### src/rtl/calc_pkg.sv
// Shared definitions for the keypad calculator: state encodings, key codes,
// operator codes and the BCD helper functions.
package calc_pkg;

    typedef enum logic [1:0] {
        ST_FIRST  = 2'd0,
        ST_SECOND = 2'd1,
        ST_CONV   = 2'd2,
        ST_RESULT = 2'd3
    } state_t;

    localparam logic [3:0] KEY_ADD = 4'd10;
    localparam logic [3:0] KEY_SUB = 4'd11;
    localparam logic [3:0] KEY_MUL = 4'd12;
    localparam logic [3:0] KEY_EQ  = 4'd13;
    localparam logic [3:0] KEY_BS  = 4'd14;
    localparam logic [3:0] KEY_CLR = 4'd15;

    localparam logic [1:0] OP_ADD = 2'd0;
    localparam logic [1:0] OP_SUB = 2'd1;
    localparam logic [1:0] OP_MUL = 2'd2;

    // Double-dabble correction: add 3 to every BCD digit that is 5 or more.
    function automatic logic [15:0] bcd_add3(input logic [15:0] v);
        logic [15:0] r;
        r = v;
        for (int d = 0; d < 4; d++) begin
            if (r[d*4 +: 4] >= 4'd5) begin
                r[d*4 +: 4] = r[d*4 +: 4] + 4'd3;
            end else begin
                r[d*4 +: 4] = r[d*4 +: 4];
            end
        end
        return r;
    endfunction

    function automatic logic [6:0] bcd2bin(input logic [7:0] v);
        return ({3'd0, v[7:4]} * 7'd10) + {3'd0, v[3:0]};
    endfunction

endpackage

### src/rtl/calc_entry_ctrl_bin2bcd.sv
// Iterative double-dabble converter: one load cycle then STEPS shift/add-3 cycles.
// o_done flags the cycle whose edge performs the final step; o_bcd_next is that value.
module bin2bcd_seq
    import calc_pkg::*;
#(
    parameter int STEPS = 14
) (
    input  logic        clk,
    input  logic        rst_n,
    input  logic        i_start,
    input  logic        i_abort,
    input  logic [13:0] i_bin,
    output logic        o_done,
    output logic [15:0] o_bcd_next
);

    localparam logic [3:0] STEPS_L = 4'(STEPS);

    logic        r_busy;
    logic [3:0]  r_cnt;
    logic [13:0] r_bin;
    logic [15:0] r_bcd;

    assign o_done     = r_busy && (r_cnt == 4'd1);
    assign o_bcd_next = (bcd_add3(r_bcd) << 1) | {15'd0, r_bin[13]};

    // Load on start, then one shift per cycle until the step count runs out; abort wins.
    always_ff @(posedge clk or negedge rst_n) begin
        if (!rst_n) begin
            r_busy <= 1'b0;
            r_cnt  <= 4'd0;
            r_bin  <= 14'd0;
            r_bcd  <= 16'd0;
        end else if (i_abort) begin
            r_busy <= 1'b0;
            r_cnt  <= 4'd0;
        end else if (i_start) begin
            r_busy <= 1'b1;
            r_cnt  <= STEPS_L;
            r_bin  <= i_bin;
            r_bcd  <= 16'd0;
        end else if (r_busy) begin
            r_bcd  <= o_bcd_next;
            r_bin  <= {r_bin[12:0], 1'b0};
            r_cnt  <= r_cnt - 4'd1;
            r_busy <= (r_cnt != 4'd1);
        end
    end

endmodule

### src/rtl/calc_entry_ctrl.sv
// Keypad calculator sequencing controller: operand entry, operator latch,
// arithmetic and BCD result latch. Backspace support is built only when
// CALC_BACKSPACE_EN is defined.
module calc_entry_ctrl
    import calc_pkg::*;
#(
    parameter int CONV_CYCLES = 15
) (
    input  logic        clk,
    input  logic        rst_n,
    input  logic        key_valid,
    input  logic [3:0]  key_in,
    output logic [1:0]  dis_sel,
    output logic [1:0]  op_code,
    output logic [7:0]  a_bcd,
    output logic [7:0]  b_bcd,
    output logic [15:0] res_bcd,
    output logic        res_neg,
    output logic        busy
);

`ifdef CALC_BACKSPACE_EN
    localparam logic BS_EN = 1'b1;
`else
    localparam logic BS_EN = 1'b0;
`endif

    state_t      r_state, w_state_nxt;
    logic [7:0]  r_a, r_b, w_a_nxt, w_b_nxt;
    logic [1:0]  r_op, w_op_nxt;
    logic [15:0] r_res, w_res_nxt;
    logic        r_neg, w_neg_nxt, r_neg_pend, r_conv_first, r_busy;
    logic [6:0]  w_a_bin, w_b_bin;
    logic [13:0] w_mag;
    logic        w_digit, w_op, w_eq, w_bs, w_clr, w_done, w_abort;
    logic [15:0] w_bcd_next;

    assign w_digit = key_valid && (key_in <= 4'd9);
    assign w_op    = key_valid && ((key_in == KEY_ADD) || (key_in == KEY_SUB) || (key_in == KEY_MUL));
    assign w_eq    = key_valid && (key_in == KEY_EQ);
    assign w_bs    = key_valid && (key_in == KEY_BS) && BS_EN;
    assign w_clr   = key_valid && (key_in == KEY_CLR);
    assign w_abort = (r_state == ST_CONV) && w_clr;
    assign w_a_bin = bcd2bin(r_a);
    assign w_b_bin = bcd2bin(r_b);

    // Magnitude of the selected operation, sampled by the converter on the CONV entry cycle.
    always_comb begin
        case (r_op)
            OP_ADD:  w_mag = {7'd0, w_a_bin} + {7'd0, w_b_bin};
            OP_SUB:  w_mag = (w_a_bin >= w_b_bin) ? {7'd0, w_a_bin - w_b_bin}
                                                  : {7'd0, w_b_bin - w_a_bin};
            OP_MUL:  w_mag = {7'd0, w_a_bin} * {7'd0, w_b_bin};
            default: w_mag = 14'd0;
        endcase
    end

    bin2bcd_seq #(.STEPS(CONV_CYCLES - 1)) u_bin2bcd (
        .clk        (clk),
        .rst_n      (rst_n),
        .i_start    (r_conv_first),
        .i_abort    (w_abort),
        .i_bin      (w_mag),
        .o_done     (w_done),
        .o_bcd_next (w_bcd_next)
    );

    // State register.
    always_ff @(posedge clk or negedge rst_n) begin
        if (!rst_n) begin
            r_state <= ST_FIRST;
        end else begin
            r_state <= w_state_nxt;
        end
    end

    // Next-state logic; clear takes priority over everything, including converter done.
    always_comb begin
        w_state_nxt = r_state;
        case (r_state)
            ST_FIRST: begin
                if (w_op && !w_clr) w_state_nxt = ST_SECOND;
                else                w_state_nxt = ST_FIRST;
            end
            ST_SECOND: begin
                if (w_clr)                      w_state_nxt = ST_FIRST;
                else if (w_eq)                  w_state_nxt = ST_CONV;
                else if (w_bs && r_b == 8'h00)  w_state_nxt = ST_FIRST;
                else                            w_state_nxt = ST_SECOND;
            end
            ST_CONV: begin
                if (w_clr)       w_state_nxt = ST_FIRST;
                else if (w_done) w_state_nxt = ST_RESULT;
                else             w_state_nxt = ST_CONV;
            end
            ST_RESULT: begin
                if (w_clr || w_digit) w_state_nxt = ST_FIRST;
                else                  w_state_nxt = ST_RESULT;
            end
            default: w_state_nxt = ST_FIRST;
        endcase
    end

    // Next values of the operand, operator and result registers.
    always_comb begin
        w_a_nxt   = r_a;
        w_b_nxt   = r_b;
        w_op_nxt  = r_op;
        w_res_nxt = r_res;
        w_neg_nxt = r_neg;
        if (w_clr) begin
            w_a_nxt   = 8'h00;
            w_b_nxt   = 8'h00;
            w_op_nxt  = OP_ADD;
            w_res_nxt = 16'h0000;
            w_neg_nxt = 1'b0;
        end else begin
            case (r_state)
                ST_FIRST: begin
                    if (w_digit) begin
                        w_a_nxt = {r_a[3:0], key_in};
                    end else if (w_op) begin
                        w_b_nxt  = 8'h00;
                        w_op_nxt = (key_in == KEY_SUB) ? OP_SUB :
                                   (key_in == KEY_MUL) ? OP_MUL : OP_ADD;
                    end else if (w_bs) begin
                        w_a_nxt = {4'd0, r_a[7:4]};
                    end else begin
                        w_a_nxt = r_a;
                    end
                end
                ST_SECOND: begin
                    if (w_digit)                   w_b_nxt = {r_b[3:0], key_in};
                    else if (w_bs && r_b != 8'h00) w_b_nxt = {4'd0, r_b[7:4]};
                    else                           w_b_nxt = r_b;
                end
                ST_CONV: begin
                    if (w_done) begin
                        w_res_nxt = w_bcd_next;
                        w_neg_nxt = r_neg_pend;
                    end else begin
                        w_res_nxt = r_res;
                    end
                end
                ST_RESULT: begin
                    if (w_digit) begin
                        w_a_nxt   = {4'd0, key_in};
                        w_b_nxt   = 8'h00;
                        w_res_nxt = 16'h0000;
                        w_neg_nxt = 1'b0;
                    end else begin
                        w_a_nxt = r_a;
                    end
                end
                default: w_a_nxt = r_a;
            endcase
        end
    end

    // Datapath registers, busy flag and the one-cycle converter start strobe.
    always_ff @(posedge clk or negedge rst_n) begin
        if (!rst_n) begin
            r_a          <= 8'h00;
            r_b          <= 8'h00;
            r_op         <= OP_ADD;
            r_res        <= 16'h0000;
            r_neg        <= 1'b0;
            r_neg_pend   <= 1'b0;
            r_conv_first <= 1'b0;
            r_busy       <= 1'b0;
        end else begin
            r_a          <= w_a_nxt;
            r_b          <= w_b_nxt;
            r_op         <= w_op_nxt;
            r_res        <= w_res_nxt;
            r_neg        <= w_neg_nxt;
            r_neg_pend   <= r_conv_first ? ((r_op == OP_SUB) && (w_a_bin < w_b_bin)) : r_neg_pend;
            r_conv_first <= (r_state != ST_CONV) && (w_state_nxt == ST_CONV);
            r_busy       <= (w_state_nxt == ST_CONV);
        end
    end

    assign dis_sel = r_state;
    assign op_code = r_op;
    assign a_bcd   = r_a;
    assign b_bcd   = r_b;
    assign res_bcd = r_res;
    assign res_neg = r_neg;
    assign busy    = r_busy;

endmodule
### config.mk
export PLATFORM = sky130hd
export DESIGN_NAME = calc_entry_ctrl
export DESIGN_NICKNAME = d
export VERILOG_FILES = /design/src/rtl/calc_pkg.sv /design/src/rtl/calc_entry_ctrl_bin2bcd.sv /design/src/rtl/calc_entry_ctrl.sv
export SDC_FILE = /design/constraint.sdc
export NUM_CORES = 1
export LEC_CHECK = 0
export ABC_CLOCK_PERIOD_IN_PS = 5800
export CORE_UTILIZATION = 55
export DETAILED_ROUTE_END_ITERATION = 16
export PLACE_DENSITY = 0.88
export SETUP_SLACK_MARGIN = 0.5
export SLEW_MARGIN = 10
export SYNTH_ARGS = -nofsm -noshare
export SYNTH_HDL_FRONTEND = slang
export SYNTH_HIERARCHICAL = 1
export SYNTH_SLANG_ARGS = --single-unit
### constraint.sdc
create_clock -name clk -period 5.8 [get_ports clk]
set_input_delay 1.74 -clock clk [delete_from_list [all_inputs] [get_ports clk]]
set_output_delay 1.74 -clock clk [all_outputs]
set_load 0.02 [all_outputs]
### Word level (Yosys, flattened, before mapping)

Index checks and enable logic that the tools add are counted.

| storage, ports and cells | value |
|---|---|
| flip-flop bits (word level) | 75 |
| latch bits | 0 |
| memory bits (writable) | 0 |
| ROM bits | 0 |
| bits of input ports | 7 |
| output and inout port bits | 38 |
| word-level logic and storage cells | 130 |
| memories kept | 0 |

| operators by class | value |
|---|---|
| add/subtract/negate cells | 10 |
| multipliers | 3 |
| div/mod/pow operators | 0 |
| magnitude comparators | 7 |
| eq/ne operators | 21 |
| shift-type cells | 0 |
| mux-type cells | 47 |
| bitwise gates (word level) | 2 |
| reduce and logical (&&, ||, !) cells | 27 |

Operator list:

| operator | count |
|---|---|
| two-way mux 16 bit | 5 |
| two-way mux 8 bit | 8 |
| one-hot mux 14 bit (3 select lines) | 1 |
| one-hot mux 16 bit (2 select lines) | 1 |
| two-way mux 14 bit | 2 |
| two-way mux 4 bit | 6 |
| one-hot mux 8 bit (3 select lines) | 1 |
| == test 4 bit (second input constant) | 5 |
| two-way mux 2 bit | 10 |
| >= comparator 4 x 3 -> 1 bit (second input constant) | 4 |
| bitwise OR 16 x 1 -> 16 bit | 1 |
| one-hot mux 8 bit (2 select lines) | 1 |
| inequality test 3 bit (second input constant) | 5 |
| adder 7 x 4 -> 7 bit | 2 |
| multiplier 7 x 7 -> 14 bit | 1 |
| subtractor 7 bit | 2 |
| adder 4 x 2 -> 4 bit (second input constant) | 3 |
| multiplier 4 x 3 -> 6 bit (second input constant) | 2 |
| logical AND 1 bit | 9 |
| AND reduction 3 bit | 3 |
| nonzero test 3 bit | 3 |
| adder 7 x 7 -> 8 bit | 1 |
| == test 2 bit (second input constant) | 4 |
| two-way mux 1 bit | 8 |
| 23 further kinds | 29 |

### Logic depth before layout (Yosys ltp)

| depth | value |
|---|---|
| depth in word-level cells | 9 |
| depth in mapped cells | 24 |
| depth with buffers taken out | 24 |

### By module

The synthesis kept the hierarchy.

Modules (own cells, without submodules):

| module | times used | cells an instance | area each (um^2) | seq. area each (um^2) |
|---|---|---|---|---|
| calc_entry_ctrl | 1 | 552 | 4619.4 | 1001.0 |
| bin2bcd_seq | 1 | 187 | 1864.3 | 875.8 |

### Worst setup path before layout

Ideal clock, no wire load.

| timing | value |
|---|---|
| kind | register to register |
| start point | reg r_b[5] (netlist: b_bcd[5]) |
| end point | reg u_bin2bcd.r_bin[12] |
| setup time | 0.128 ns |
| arrival time | 5.514 ns |
| data required time | 5.672 ns |
| slack | 0.158 ns |
| stages on the path, launching flop included | 23 |
| path buffers | 0 |
| period minus slack after synthesis | 5.642 ns |
| path through | dfrtp_1 ha_1 ha_1 fa_1 xor2_1 inv_1 nand2_1 fa_1 fa_1 inv_1 fa_1 inv_1 fa_1 inv_1 ha_1 inv_1 a211oi_1 o31ai_1 a31oi_1 xnor2_1 nor2_1 mux2i_1 o21ai_0 |

| on the way | value |
|---|---|
| longest elaborated chain between the ends | 5 |

RTL lines:

| item | RTL line | RTL |
|---|---|---|
| from (decl) | calc_entry_ctrl.sv:29 | `logic [7:0] r_a, r_b, w_a_nxt, w_b_nxt;` |
| from (signal assigned) | calc_entry_ctrl.sv:173 | `r_b <= w_b_nxt;` |
| multiplier 4 x 3 -> 6 bit | calc_pkg.sv:38 | `return ({3'd0, v[7:4]} * 7'd10) + {3'd0, v[3:0]};` |
| adder 7 x 4 -> 7 bit | calc_pkg.sv:38 |  |
| multiplier 7 x 7 -> 14 bit | calc_entry_ctrl.sv:53 | `OP_MUL: w_mag = {7'd0, w_a_bin} * {7'd0, w_b_bin};` |
| one-hot mux 14 bit (3 select lines) | calc_entry_ctrl.sv:49 | `case (r_op)` |
| net w_mag[12] | calc_entry_ctrl.sv:34 | `logic [13:0] w_mag;` |
| two-way mux 14 bit | calc_entry_ctrl_bin2bcd.sv:37 | `end else if (i_start) begin` |
| to (signal assigned) | calc_entry_ctrl_bin2bcd.sv:40 | `r_bin <= i_bin;` |
| to (signal assigned) | calc_entry_ctrl_bin2bcd.sv:44 | `r_bin <= {r_bin[12:0], 1'b0};` |
| to (decl) | calc_entry_ctrl_bin2bcd.sv:21 | `logic [13:0] r_bin;` |

The timed path passes the listed nets, and every way through them passes these cells.
A chain may end at the register's enable or synchronous reset.

### Worst setup path after layout

| timing | value |
|---|---|
| start point | reg r_b[5] (netlist: b_bcd[5]) |
| end point | reg u_bin2bcd.r_bin[6] |

| on the way | value |
|---|---|
| longest elaborated chain between the ends | 6 |
| elaborated cells between the ends (all ways) | 10 |
| classes of those cells | add/sub (4); mul (2); order compare (1); mux (3) |

RTL lines:

| item | RTL line |
|---|---|
| multiplier 4 x 3 -> 6 bit * | calc_pkg.sv:38 |
| adder 7 x 4 -> 7 bit * | calc_pkg.sv:38 |
| parallel branches: the longest is 2 deep, another holds multiplier 7 x 7 -> 14 bit | -- |
| one-hot mux 14 bit (3 select lines) * | calc_entry_ctrl.sv:49 |
| net w_mag[6] | calc_entry_ctrl.sv:34 |
| two-way mux 14 bit * | calc_entry_ctrl_bin2bcd.sv:37 |

Mark *: on every way through the listed nets, which the timed path passes.

==> run_results.csv <==
group,metric,value,unit
detailed_routing,dr_wl_met3,842,um
yosys,ys_dominant_reg_cell,"dfrtp_1",
clock_tree,clkTransAtPathRegs,60,ps
global_routing,grt_pass1_vias,5391,
yosys,synth_area_per_cell,8.774,um^2
yosys,synth.net_count,851,
detailed_routing,drcViolationCount,0,
detailed_routing,met1Wirelength,6.755,mm
global_routing,grt_overflow_total,0,
sta,setup_ws,412.1,ps
placement,dp_slack,245.7,ps
yosys,synthArstFlopShare,100.0,%
final_layout,postLayoutCellArea,7631,um^2
global_routing,grtUsageTotal,26.59,%
detailed_routing,wl_per_cell,16.69,um
setup_path,cpMaxStageDelayCell,"fa_1",
yosys,synth_cells,739,
sta,max_clock_freq,0.1856,GHz
setup_path,rr_endpoint,"u_bin2bcd/r_bin[6]$_DFFE_PN0P_",
sta,clock_skew,9.663,ps
yosys,synth_compound_gate_area_share,15.82,%
die,start_util,56.54,%
sta,finalHoldViolations,0,
yosys,synth_fa_ha_area_share,23.85,%
global_routing,grt_pass1_wl,26.28,mm
clock_tree,cts.path.max_buffers,2,
setup_path,end_kind,"register",
yosys,ys_seq_elements,75,
yosys,yosysMostFrequentCell,"nand2_1",
setup_path,crit_chain,"ha_4, ha_4, fa_1, xnor2_1, xnor2_2, nand2_1, fa_1, fa_1, inv_2, fa_1, inv_2, fa_1, inv_2, ha_4, inv_2, a211oi_4, o32a_1, a21oi_2, a31o_2, mux2i_1, o21ai_1",
final_layout,diodes,0,
detailed_routing,vias_per_cell,5.851,
setup_path,cp_data_required_time,5980,ps
placement,dpl.hpwl,11.15,mm
global_routing,grt_max_degree,76,
yosys,syn_area,6484,um^2
yosys,synth_commonest_cells,"nand2_1, nor2_1, inv_1",
detailed_routing,ant_nets,0,
detailed_routing,first_pass_iters,5,
clock_tree,clock-sinks,75,
die,fp.dieH,110.6,um
setup_path,critical_path.most_common_cell,"fa_1",
clock_tree,clockRootBuffer,"clkbuf_16",
yosys,yosysSeqAreaShare,28.95,%
sta,slew_headroom,28.55,%
sta,layout_min_cycle_time,5388,ps
detailed_routing,wl_met2,7.696,mm
setup_path,cp_max_fo,4,
sta,finalSetupViolCount,0,
setup_path,worstSetupPathType,"register to register",
placement,place_area,7117,um^2
clock_tree,clk_latency,340,ps
placement,place_congestion,0.9836,
final_layout,drive_gt1_share,12.22,%
yosys,synth_top_cell_by_area,"dfrtp_1",
yosys,synth_top_family_by_area,"adder cells",
sta,slew_violations,0,
final_layout,nets,901,
clock_tree,ctsHtreeMaxLevel,3,
die,row_count,39,
setup_path,crit_family,"adder cells",
die,ios,45,
yosys,synth_edf_count,0,
final_layout,nFillCells,861,
yosys,yosys_warnings,6,
setup_path,worst-r2r-setup-slack,410,ps
yosys,synth.area.top_cells,"dfrtp_1, ha_1, fa_1, nand2_1, nor2_1",
detailed_routing,highest_layer,"met4",
die,dieArea,12230,um^2
die,core-area,11470,um^2
detailed_routing,drtIter0Drc,421,
setup_path,ff2ff_path_depth,21,
run_status,status,"finished clean",
global_routing,antenna_found_initial,0,
die,die_width,110.6,um
setup_path,crit_cells,21,
setup_path,slowest_delay,510,ps
final_layout,area_growth,17.70,%
min_path,hold_path_class,"register to register",
setup_path,cp-start-kind,"register",
clock_tree,ctsHoldBuffers,0,
sta,rsz0062_at_grt,"yes",
yosys,synth_top_area_share,28.95,%
setup_path,regToRegStartpoint,"b_bcd[5]$_DFFE_PN0P_",
yosys,synth_xor_area_share,3.512,%
setup_path,startpoint,"b_bcd[5]$_DFFE_PN0P_",
detailed_routing,wl,15.64,mm
yosys,synth.mux.area_fraction,4.130,%
placement,io_buffer_count,44,
yosys,synthSimpleGateAreaFrac,17.06,%
sta,tns,0,ps
clock_tree,numCtsBuffers,9,
yosys,ys_types,65,
clock_tree,cts_tree,"done",
sta,period_share,92.90,%
setup_path,crit_buf_inv,4,
run,cap_violations,0,
detailed_routing,vias,5482,
setup_path,crit_path_end,"u_bin2bcd/r_bin[6]$_DFFE_PN0P_",
setup_path,critPathArrivalTime,5570,ps
sta,worst_pin_slew,1068,ps
cell usage in the layout, fill, tap and decap left out, drive strengths merged, types with 24 or more instances in the layout:
cell,n
ha,74
nand3,32
fa,31
dfrtp,75
inv,78
nor2,79
clkdlybuf4s50,43
a21oi,24
nand2,93
o21ai,62
worst register-to-register path: stages, from the launching register on:
cell	delay [ps]
dfrtp_2	430
ha_4	250
ha_4	150
fa_1	380
xnor2_1	290
xnor2_2	190
nand2_1	110
fa_1	490
fa_1	510
inv_2	40
fa_1	490
inv_2	40
fa_1	510
inv_2	40
ha_4	280
inv_2	40
a211oi_4	260
o32a_1	230
a21oi_2	60
a31o_2	240
mux2i_1	130
o21ai_1	70
per-layer routing:
metal	global-route usage [%]	vias to the layer above
met5	0	-
met4	8.622	0
met3	5.488	34
met2	43.93	172
met1	34.93	2660
li1	-	2616
layout make-up:
type	instances	area, um^2	share of cell area, %
Clock buffer	11	242.7	3.181
Tap cell	143	178.9	2.345
Inverter	78	292.8	3.837
Sequential cell	75	1883	24.68
Multi-Input combinational cell	559	4394	57.58
Clock inverter	5	36.28	0.4755
Timing Repair Buffer	66	603.1	7.903
registers in the layout, indices dropped and copies added, names as in the netlist:
name,cells
u_bin2bcd/r_bin,14
b_bcd,8
a_bcd,8
busy,1
dis_sel,2
u_bin2bcd/r_cnt,4
r_neg_pend,1
u_bin2bcd/r_busy,1
r_conv_first,1
op_code,2
u_bin2bcd/r_bcd,16
res_neg,1
res_bcd,16
metrics by stage:
step / std cells / util [%] / hold WS [ps]
2_1_floorplan: 739 / - / 449.2
3_3_place_gp: 905 / 62.06 / 460.5
3_5_place_dp: 905 / 62.06 / 469.4
4_1_cts: 933 / 65.87 / 482.8
5_1_grt: 937 / 66.55 / 519.6
6_report: 937 / 66.55 / 477.6
what timing repair did:
| action | 4_1_cts | 5_1_grt |
|---|---|---|
| endpoints found under the setup margin | 8 | 9 |
| buffers inserted | 12 | 4 |
| gates resized for setup | 18 | 19 |
| pin swaps | 19 | 9 |
kinds of logic (layout without fill, tap and decap cells):
logic type                 count (synthesis)  in the layout
and+or+nand+nor                          247            247
xor gates and xnor gates                  26             26
DFF                                       75             75
AOI/OAI and AO/OA                        155            155
muxes                                     26             26
buffers and inverters                    105            160
adders and majority gates                105            105
worst min-delay path by stage:
stage          slack, ps                               to  cells after the start                       startpoint
2_1_floorplan        450  u_bin2bcd/r_bin[10]$_DFFE_PN0P_                      2  u_bin2bcd/r_bin[10]$_DFFE_PN0P_
6_report             480           res_bcd[4]$_DFFE_PN0P_                      2           res_bcd[4]$_DFFE_PN0P_
3_3_place_gp         460              res_neg$_DFFE_PN0P_                      2              res_neg$_DFFE_PN0P_
4_1_cts              480           res_bcd[1]$_DFFE_PN0P_                      2           res_bcd[1]$_DFFE_PN0P_
5_1_grt              520           res_bcd[6]$_DFFE_PN0P_                      2           res_bcd[6]$_DFFE_PN0P_
3_5_place_dp         470           res_bcd[1]$_DFFE_PN0P_                      2           res_bcd[1]$_DFFE_PN0P_
Power is left out: the tool's default activity adds up to more than one toggle a clock period on the data nets, which glitch-free logic cannot reach.
